==> src/rtl/led_seq_pkg.sv <==
// Shared types and constants for the LED sequencer: pattern modes, FSM states, counter widths.
package led_seq_pkg;

  localparam int unsigned CNT_W  = 26;
  localparam int unsigned STEP_W = 5;

  typedef enum logic [1:0] {
    MODE_BLINK   = 2'd0,
    MODE_CHASE_L = 2'd1,
    MODE_CHASE_R = 2'd2,
    MODE_BOUNCE  = 2'd3
  } mode_e;

  typedef enum logic [1:0] {
    ST_IDLE   = 2'd0,
    ST_RUN    = 2'd1,
    ST_FINISH = 2'd2,
    ST_PAUSED = 2'd3
  } state_e;

  // Index of the final step of one pattern pass for an n-LED strip.
  function automatic logic [STEP_W-1:0] last_step(mode_e m, int unsigned n);
    case (m)
      MODE_BLINK:                last_step = STEP_W'(1);
      MODE_CHASE_L, MODE_CHASE_R: last_step = STEP_W'(n - 1);
      default:                   last_step = STEP_W'(2 * n - 3);
    endcase
  endfunction

endpackage

==> src/rtl/led_tick_gen.sv <==
// Step-rate divider: counts 0..div-1 while enabled and flags the final count.
module led_tick_gen
  import led_seq_pkg::*;
(
  input  logic             clk,
  input  logic             rst,
  input  logic             clr,
  input  logic             en,
  input  logic [CNT_W-1:0] div,
  output logic             tick
);

  logic [CNT_W-1:0] cnt;
  logic             at_end_c;

  assign at_end_c = (cnt == div - CNT_W'(1));
  assign tick     = en && at_end_c;

  always_ff @(posedge clk) begin
    if (rst) begin
      cnt <= '0;
    end else if (clr) begin
      cnt <= '0;
    end else if (en) begin
      cnt <= at_end_c ? '0 : cnt + CNT_W'(1);
    end
  end

endmodule

==> src/rtl/led_seq_ctrl.sv <==
// LED pattern sequencer: runs BLINK/CHASE/BOUNCE passes at a selectable step rate.
// Define LED_SEQ_PAUSE_EN to add the pause input and the PAUSED state.
module led_seq_ctrl
  import led_seq_pkg::*;
#(
  parameter int unsigned N_LED = 8,
  parameter int unsigned DIV_0 = 50_000_000,
  parameter int unsigned DIV_1 = 25_000_000,
  parameter int unsigned DIV_2 = 10_000_000,
  parameter int unsigned DIV_3 = 4
) (
  input  logic             clk,
  input  logic             rst,
`ifdef LED_SEQ_PAUSE_EN
  input  logic             pause,
`endif
  input  logic             start,
  input  logic             stop,
  input  logic [1:0]       mode,
  input  logic [1:0]       rate_sel,
  input  logic [3:0]       reps,
  output logic [N_LED-1:0] led,
  output logic             busy,
  output logic             pass_done,
  output logic             done
);

  localparam logic [1:0] S_IDLE   = ST_IDLE;
  localparam logic [1:0] S_RUN    = ST_RUN;
  localparam logic [1:0] S_FINISH = ST_FINISH;
`ifdef LED_SEQ_PAUSE_EN
  localparam logic [1:0] S_PAUSED = ST_PAUSED;
`endif

  logic [1:0]        state, state_nxt;
  mode_e             mode_q, mode_nxt;
  logic [1:0]        rate_q, rate_nxt;
  logic [3:0]        reps_q, reps_nxt;
  logic [3:0]        pass_q, pass_nxt;
  logic [4:0]        pass_inc;
  logic [STEP_W-1:0] step_q, step_nxt;
  logic [N_LED-1:0]  led_nxt;
  logic              busy_nxt, pass_done_nxt, done_nxt;
  logic [CNT_W-1:0]  div_c;
  logic              tick, tick_en_c, tick_clr_c;

  function automatic logic [N_LED-1:0] led_pattern(mode_e m, logic [STEP_W-1:0] s);
    case (m)
      MODE_BLINK:   led_pattern = (s == '0) ? '1 : '0;
      MODE_CHASE_L: led_pattern = N_LED'(1) << s;
      MODE_CHASE_R: led_pattern = N_LED'(1) << (STEP_W'(N_LED - 1) - s);
      default:      led_pattern = (s < STEP_W'(N_LED)) ? N_LED'(1) << s
                                  : N_LED'(1) << (STEP_W'(2 * N_LED - 2) - s);
    endcase
  endfunction

  always_comb begin
    case (rate_q)
      2'd0:    div_c = CNT_W'(DIV_0);
      2'd1:    div_c = CNT_W'(DIV_1);
      2'd2:    div_c = CNT_W'(DIV_2);
      default: div_c = CNT_W'(DIV_3);
    endcase
  end

  // Counter only advances in RUN; it is parked at zero whenever no pass is in progress.
  assign tick_en_c  = (state == S_RUN) && !stop;
  assign tick_clr_c = (state == S_IDLE) || (state == S_FINISH) || stop;
  assign pass_inc   = {1'b0, pass_q} + 5'd1;

  led_tick_gen u_tick (
    .clk  (clk),
    .rst  (rst),
    .clr  (tick_clr_c),
    .en   (tick_en_c),
    .div  (div_c),
    .tick (tick)
  );

  always_comb begin
    state_nxt     = state;
    mode_nxt      = mode_q;
    rate_nxt      = rate_q;
    reps_nxt      = reps_q;
    step_nxt      = step_q;
    pass_nxt      = pass_q;
    pass_done_nxt = 1'b0;
    done_nxt      = 1'b0;
    case (state)
      S_IDLE: begin
        if (start && !stop) begin
          mode_nxt  = mode_e'(mode);
          rate_nxt  = rate_sel;
          reps_nxt  = reps;
          step_nxt  = '0;
          pass_nxt  = '0;
          state_nxt = S_RUN;
        end
      end
      S_RUN: begin
        if (stop) begin
          state_nxt = S_IDLE;
        end else begin
          if (tick) begin
            if (step_q == last_step(mode_q, N_LED)) begin
              pass_done_nxt = 1'b1;
              step_nxt      = '0;
              pass_nxt      = (pass_q == 4'hF) ? pass_q : pass_inc[3:0];
              if (reps_q != 4'd0 && pass_inc == {1'b0, reps_q}) begin
                state_nxt = S_FINISH;
                done_nxt  = 1'b1;
              end
            end else begin
              step_nxt = step_q + STEP_W'(1);
            end
          end
`ifdef LED_SEQ_PAUSE_EN
          if (pause && state_nxt == S_RUN) state_nxt = S_PAUSED;
`endif
        end
      end
`ifdef LED_SEQ_PAUSE_EN
      S_PAUSED: begin
        if (stop)        state_nxt = S_IDLE;
        else if (!pause) state_nxt = S_RUN;
      end
`endif
      S_FINISH: state_nxt = S_IDLE;
      default:  state_nxt = S_IDLE;
    endcase
    busy_nxt = (state_nxt != S_IDLE);
    led_nxt  = (state_nxt == S_IDLE || state_nxt == S_FINISH) ? '0
               : led_pattern(mode_nxt, step_nxt);
  end

  always_ff @(posedge clk) begin
    if (rst) begin
      state     <= S_IDLE;
      mode_q    <= MODE_BLINK;
      rate_q    <= '0;
      reps_q    <= '0;
      step_q    <= '0;
      pass_q    <= '0;
      led       <= '0;
      busy      <= 1'b0;
      pass_done <= 1'b0;
      done      <= 1'b0;
    end else begin
      state     <= state_nxt;
      mode_q    <= mode_nxt;
      rate_q    <= rate_nxt;
      reps_q    <= reps_nxt;
      step_q    <= step_nxt;
      pass_q    <= pass_nxt;
      led       <= led_nxt;
      busy      <= busy_nxt;
      pass_done <= pass_done_nxt;
      done      <= done_nxt;
    end
  end

endmodule

==> config.mk <==
export PLATFORM = sky130hd
export DESIGN_NAME = led_seq_ctrl
export DESIGN_NICKNAME = d
export VERILOG_FILES = /design/src/rtl/led_seq_pkg.sv /design/src/rtl/led_tick_gen.sv /design/src/rtl/led_seq_ctrl.sv
export SDC_FILE = /design/constraint.sdc
export NUM_CORES = 1
export LEC_CHECK = 0
export CAP_MARGIN = 40
export CORE_MARGIN = 3
export CORE_UTILIZATION = 50
export DETAILED_ROUTE_END_ITERATION = 16
export GPL_TIMING_DRIVEN = 0
export MAX_ROUTING_LAYER = met4
export PLACE_DENSITY = 0.71
export REMOVE_ABC_BUFFERS = 1
export SLEW_MARGIN = 20
export SYNTH_ARGS = -nofsm -noshare
export SYNTH_HDL_FRONTEND = slang
export SYNTH_SLANG_ARGS = --single-unit
export TNS_END_PERCENT = 10
==> constraint.sdc <==
create_clock -name clk -period 5.6 [get_ports clk]
set_input_delay 1.12 -clock clk [delete_from_list [all_inputs] [get_ports clk]]
set_output_delay 1.12 -clock clk [all_outputs]
set_load 0.05 [all_outputs]
=== Word-level counts from Yosys, hierarchy flattened ===
Cells that the tools add are included.

* Register bits after elaboration: 56
* Bits in latches: 0
* RAM bits: 0
* ROM bits: 0
* Input bits: 12
* Output and inout port bits: 11
* Word-level logic and storage cells: 96
* Memories kept: 0

* Add/subtract/negate cells: 6
* Multiply operators: 0
* Div/mod/pow operators: 0
* Magnitude comparators: 1
* Equality and inequality tests: 18
* Shifts and indexed selects: 3
* Multiplexer cells: 30
* Bitwise logic cells: 3
* Reductions and logical operators: 24

{| class="wikitable"
|+ Operator list
! kind !! number
|-
| one-hot mux 26 bit (3 select lines) || 1
|-
| 2-to-1 mux 5 bit || 7
|-
| adder 26 x 1 -> 26 bit, second input constant || 1
|-
| equality test 26 bit || 1
|-
| 2-to-1 mux 26 bit || 1
|-
| subtractor 26 x 1 -> 26 bit, second input constant || 1
|-
| one-hot mux 8 bit (3 select lines) || 1
|-
| << shifter 1 x 5 -> 8 bit, first input constant || 3
|-
| 2-to-1 mux 4 bit || 5
|-
| 2-to-1 mux 8 bit || 2
|-
| one-hot mux 4 bit (2 select lines) || 2
|-
| 2-to-1 mux 2 bit || 7
|-
| equality test 2 bit, second input constant || 5
|-
| zero test 2 bit || 5
|-
| one-hot mux 5 bit (2 select lines) || 1
|-
| equality test 2 x 1 -> 1 bit, second input constant || 4
|-
| != test 2 bit, second input constant || 3
|-
| AND reduction 6 bit || 1
|-
| OR reduction 2 bit || 3
|-
| adder 4 x 1 -> 5 bit, second input constant || 1
|-
| adder 5 x 1 -> 5 bit, second input constant || 1
|-
| equality test 5 x 4 -> 1 bit || 1
|-
| equality test 5 bit || 1
|-
| zero test 5 bit || 1
|-
| 16 further kinds || 26
|}

=== Logic depth before layout (Yosys ltp) ===
Gate-level depths: netlist of run 1.

* Depth in word-level cells: 17
* Gate-level depth with buffers: 16
* Gate-level depth less buffers: 14

=== Cells and area by module ===
From an unflattened synthesis of run 1, not the netlist that was laid out.

* Cells, all modules: 546
* Area total of the unflattened synthesis: 4346.7 µm²

{| class="wikitable"
|+ Modules (own cells, without submodules)
! module !! times used !! cells an instance !! area an instance (µm²) !! seq. area each (µm²)
|-
| led_tick_gen || 1 || 280 || 2257.2 || 520.5
|-
| led_seq_ctrl || 1 || 266 || 2089.5 || 600.6
|}

=== Worst setup path before layout of run 1 ===
Ideal clock, no wire load.

* Path type: input-to-reg
* Start: input port stop
* End: register led[4]
* Setup time: 78 ps
* Arrival time: 4371 ps
* Data required time: 5522 ps
* Setup slack: 1151 ps
* Stages on the path: 12
* Buffers on the path: 1
* Cells stage by stage: nor3b_4 > nand2_4 > or4b_1 > o41ai_1 > a21oi_1 > or2_2 > clkbuf_1 > ha_1 > or3_1 > a211oi_2 > a221oi_1 > nor3_1

* Word-level cells in the longest chain between the ends: 10
* Elaborated cells on any way between the ends: 31
* Those cells by class: add/sub: 2; order compare: 1; eq/ne: 3; shift: 3; mux: 13; reduce/logical: 9

{| class="wikitable"
|+ RTL lines
! element !! line !! RTL
|-
| from (decl) || led_seq_ctrl.sv:18 || <nowiki>input logic stop,</nowiki>
|-
| zero test 1 bit || led_seq_ctrl.sv:67, led_seq_ctrl.sv:91 ||
|-
| logical AND 1 bit || led_seq_ctrl.sv:67 || <nowiki>assign tick_en_c = (state == S_RUN) && !stop;</nowiki>
|-
| logical AND 1 bit || led_tick_gen.sv:17 || <nowiki>assign tick = en && at_end_c;</nowiki>
|-
| 2-to-1 mux 5 bit || led_seq_ctrl.sv:104 || <nowiki>if (tick) begin</nowiki>
|-
| 2-to-1 mux 5 bit || led_seq_ctrl.sv:101 || <nowiki>if (stop) begin</nowiki>
|-
| one-hot mux 5 bit (2 select lines) (*) || led_seq_ctrl.sv:89 || <nowiki>case (state)</nowiki>
|-
| net step_nxt[0] || led_seq_ctrl.sv:41 || <nowiki>logic [STEP_W-1:0] step_q, step_nxt;</nowiki>
|-
| subtractor 4 x 5 -> 5 bit || led_seq_ctrl.sv:53 || <nowiki>: N_LED'(1) << (STEP_W'(2 * N_LED - 2) - s);</nowiki>
|-
| << shifter 1 x 5 -> 8 bit || led_seq_ctrl.sv:53 ||
|-
| 2-to-1 mux 8 bit || led_seq_ctrl.sv:52 || <nowiki>default: led_pattern = (s < STEP_W'(N_LED)) ? N_LED'(1) << s</nowiki>
|-
| one-hot mux 8 bit (3 select lines) (*) || led_seq_ctrl.sv:48 || <nowiki>case (m)</nowiki>
|-
| to (signal assigned) || led_seq_ctrl.sv:155 || <nowiki>led <= led_nxt;</nowiki>
|-
| to (decl) || led_seq_ctrl.sv:22 || <nowiki>output logic [N_LED-1:0] led,</nowiki>
|}

Mark *: on every way through the listed nets, which the timed path passes. The rest lies on a longest branch.
A chain may end at the register's enable or synchronous reset.

=== Final worst setup path of run 1 ===
* Start: input port stop
* End: register led[4]

* Word-level cells in the longest chain between the ends: 10
* Elaborated cells on any way between the ends: 31
* Those cells by class: add/sub: 2; order compare: 1; eq/ne: 3; shift: 3; mux: 13; reduce/logical: 9

{| class="wikitable"
|+ RTL lines
! element !! line
|-
| zero test 1 bit || led_seq_ctrl.sv:67, led_seq_ctrl.sv:91
|-
| logical AND 1 bit || led_seq_ctrl.sv:67
|-
| logical AND 1 bit || led_tick_gen.sv:17
|-
| 2-to-1 mux 5 bit || led_seq_ctrl.sv:104
|-
| 2-to-1 mux 5 bit || led_seq_ctrl.sv:101
|-
| one-hot mux 5 bit (2 select lines) || led_seq_ctrl.sv:89
|-
| subtractor 4 x 5 -> 5 bit || led_seq_ctrl.sv:53
|-
| << shifter 1 x 5 -> 8 bit || led_seq_ctrl.sv:53
|-
| 2-to-1 mux 8 bit || led_seq_ctrl.sv:52
|-
| one-hot mux 8 bit (3 select lines) || led_seq_ctrl.sv:48
|}

Parallel ways exist; a longest one is shown, timed or not.

==> flow_summary.toml, run 1 <==
[status]
status = "finished, final reports clean"

[synth]
synthDominantCellAreaShare_pct = 32.6
netlist_area_sq_um = 3440
yosysWarningCount = 0
synth_largest_area_cell = "dfxtp_1"
synth_enable_flop_cells = 0
ys_seq_elements = 56
avgSynthCellArea_sq_um = 7.90
synth_cells = 435
yosys-top-cells-area = "dfxtp_1 (33%), nor2_1 (6.2%), a21oi_1 (5.4%)"
yosysUniqueCellTypes = 67
async_flop_share_pct = 0
synth-main-ff-cell = "dfxtp_1"
synth_seq_area_share_pct = 32.6

[timing]
hold_viol = 0
finalSetupViolCount = 0
min_period_ps = 5270
rsz0062_at_grt = "false"
fmax_mhz = 190
fin_crit_sh_pct = 94.1
finClkSkew_ps = 8.40
relSlewSlack_pct = 47.7
setup_ws_ps = 332
final-max-slew-violation-count = 0
tightest_slew_ps = 781

[routing]
drt_wl_total_um = 7830
viasPerCell = 6.10
drt_iter0_markers = 175
drt_pass1_iterations = 5
ant_nets = 0
vias = 3210
drc = 0
wl_per_cell_um = 14.9

[clocking]
cts.htree.levels = 2
clk_pin_slew_ps = 110
root_buffer = "clkbuf_8"
numClockSinks = 56
cts.path.max_buffers = 2
cts_tree = "yes"
numCtsBuffers = 5
clk_latency_ps = 310

[floorplan]
fp.dieArea_sq_um = 7900
die_h_um = 88.9
io-pin-count = 23
die_w_um = 88.9
row_count = 29
coreArea_sq_um = 6490
initial_utilization_pct = 52.9

[pwr]
p_seq_share_pct = 56.9
p_sw_uw = 196
power.leakage_uw = 0.00124
combPwrFrac_pct = 11.9
power.internal_uw = 529
power_density_nw_per_um2 = 192
vdd_ir_drop_max_v = 0.000105
p_total_uw = 725
switching_share_pct = 27.1
clkPwrFrac_pct = 31.3

[global_route]
grt_use_met3_pct = 4.42
antenna_found_initial = 0
globalRouteMet1Util_pct = 27.5
grt_start_max_net_pins = 23
grt.overflow.total = 0
grt_use_met2_pct = 35.9
grtUsageTotal_pct = 22.2
grt_pass1_vias = 3022
top_usage_layer = "met2"
grt_pass1_wl_um = 13900

[cells_and_area]
fin_util_pct = 58.1
mostFrequentLayoutCells = "nor2_1 (57), dfxtp_1 (56), nand2_1 (45), a21oi_1 (37), clkdlybuf4s50_1 (22)"
fill_cells = 602
area_growth_pct = 9.91
drive_gt1_share_pct = 7.35
multi_input_area_sq_um = 2170
nets = 468
final_common_cell = "nor2_1"
n_antenna_cell = 0
ff_latch_area_sq_um = 1120
final_area_sq_um = 3780

[critical_path]
crit_arrival_ps = 5500
critPathRequiredTime_ps = 5830
r2r_slack_ps = 1150
endpoint_kind = "flop"
worstRegToRegCells = 11
cp_max_fo = 8
reg2reg_from = "state[0]$_SDFF_PP0_"
reg2reg_to = "led[4]$_SDFF_PP0_"
path_class = "primary input to flop"
start_kind = "primary input"

[place]
dp_hpwl_um = 5900
portBuffers = 22
place_area_sq_um = 3680
place_ws_ps = -1.22
gp_congestion = 0.937

[min_path]
hp-start = "reps_q[3]$_SDFFE_PP0P_"
holdPathStages = 2
hold_path.class = "flop to flop"
min_to = "reps_q[3]$_SDFFE_PP0P_"

[run]
cap_violations = 0
## critical path: stages
cell             delay [ps]
clkdlybuf4s50_1         550
nor3b_4                 430
nand2_4                 130
or4b_1                  570
o41ai_1                 730
a21oi_1                 210
or2_2                   400
ha_1                    300
or3_1                   410
a211oi_2                310
a221oi_1                130
nor3_1                  180
## state kept, by name (all words and copies together) (netlist names)
signal / count
u_tick.cnt: 26
led: 8
step_q: 5
pass_q: 4
reps_q: 4
mode_q: 2
rate_q: 2
state: 2
busy: 1
done: 1
pass_done: 1
## cells by family (layout without fill, tap and decap cells)
| logic type | after synthesis | in the layout | synth area share (%) |
|---|---|---|---|
| AOI/OAI and AO/OA | 107 | 107 | 21.7 |
| xor gates and xnor gates | 30 | 30 | 7.65 |
| adders and majority gates | 8 | 8 | 2.91 |
| buffers and inverters | 32 | 46 | 4.37 |
| DFF | 56 | 56 | 32.6 |
| muxes | 4 | 4 | 1.53 |
| and+or+nand+nor | 198 | 198 | 29.2 |
## per-stage QoR
| stage | std cells | setup TNS (ps) | hold slack [ps] |
|---|---|---|---|
| after global placement | 515 | 0 | 464 |
| after CTS | 526 | 0 | 485 |
| after global routing | 526 | 0 | 510 |
| after detailed placement | 518 | -1.22 | 469 |
| after floorplan | 416 | 0 | 443 |
| final | 526 | 0 | 482 |
## area by class of cell
class	count	share of cell area, %
inverters	13	1.29
repair buffers	25	6.66
clock inverters	3	0.563
multi-input cells	347	57.4
flip-flops and latches	56	29.7
clock buffers	5	1.82
well taps	77	2.55
## cell usage after synthesis (2+ instances only)
master and number:
a211oi_1 10, a211oi_2 2, a21oi_1 37, a221oi_1 3, a31oi_1 5, a41oi_1 3, and2_1 2, and3_1 4
and4_1 2, buf_2 3, buf_6 3, clkbuf_1 12, dfxtp_1 56, ha_1 8, inv_1 11, mux2i_1 3
nand2_1 45, nand2b_1 4, nand3_1 17, nand3b_1 4, nand4_1 6, nor2_1 57, nor2b_1 6, nor3_1 18
nor4_1 10, o2111ai_1 3, o211ai_1 3, o21ai_0 9, o22ai_1 7, o31ai_1 6, o32ai_1 2, or2_2 5
or3_1 5, or4_4 2, or4b_1 2, xnor2_1 11, xor2_1 19
## worst max path at each step
stage / startpoint / to / slack (ps) / cells after the start
after floorplan: stop / led[4]$_SDFF_PP0_ / 1210 / 11
after CTS: stop / led[1]$_SDFF_PP0_ / 320 / 13
after global routing: stop / led[3]$_SDFF_PP0_ / 100 / 13
final: stop / led[4]$_SDFF_PP0_ / 330 / 12
after detailed placement: stop / led[1]$_SDFF_PP0_ / -1 / 13
after global placement: stop / led[7]$_SDFF_PP0_ / 7 / 12
## power by group through the flow
stage,combinational (uW),clock (uW),sequential (uW)
CTS,86.2,236,412
global route,95.0,253,414
detailed placement,85.9,0,421
floorplan,42.5,0,432
global placement,82.8,0,421
finish,86.0,227,412
## routing by layer
layer  routed length, um  vias up
met5                   0        -
met3                 373       16
met2                3820       84
met1                3520     1504
li1                    -     1606
met4                 121        0
## repair_timing
| item | in CTS | in global routing |
|---|---|---|
| hold buffers | 0 | 0 |
| resized for setup | 0 | 1 |
| buffers inserted | 0 | 0 |
| endpoints found under the setup margin | 0 | 5 |
Power figures use the tool's default switching activity.
==> run 2: changes to the inputs <==
--- a/config.mk
+++ b/config.mk
@@ -8,6 +8,7 @@
 export CAP_MARGIN = 40
 export CORE_MARGIN = 3
 export CORE_UTILIZATION = 50
+export CTS_CLUSTER_SIZE = 14
 export DETAILED_ROUTE_END_ITERATION = 16
 export GPL_TIMING_DRIVEN = 0
 export MAX_ROUTING_LAYER = met4
==> results of run 2 <==
Final layout, timing and power as in run 1 (identical DEF).
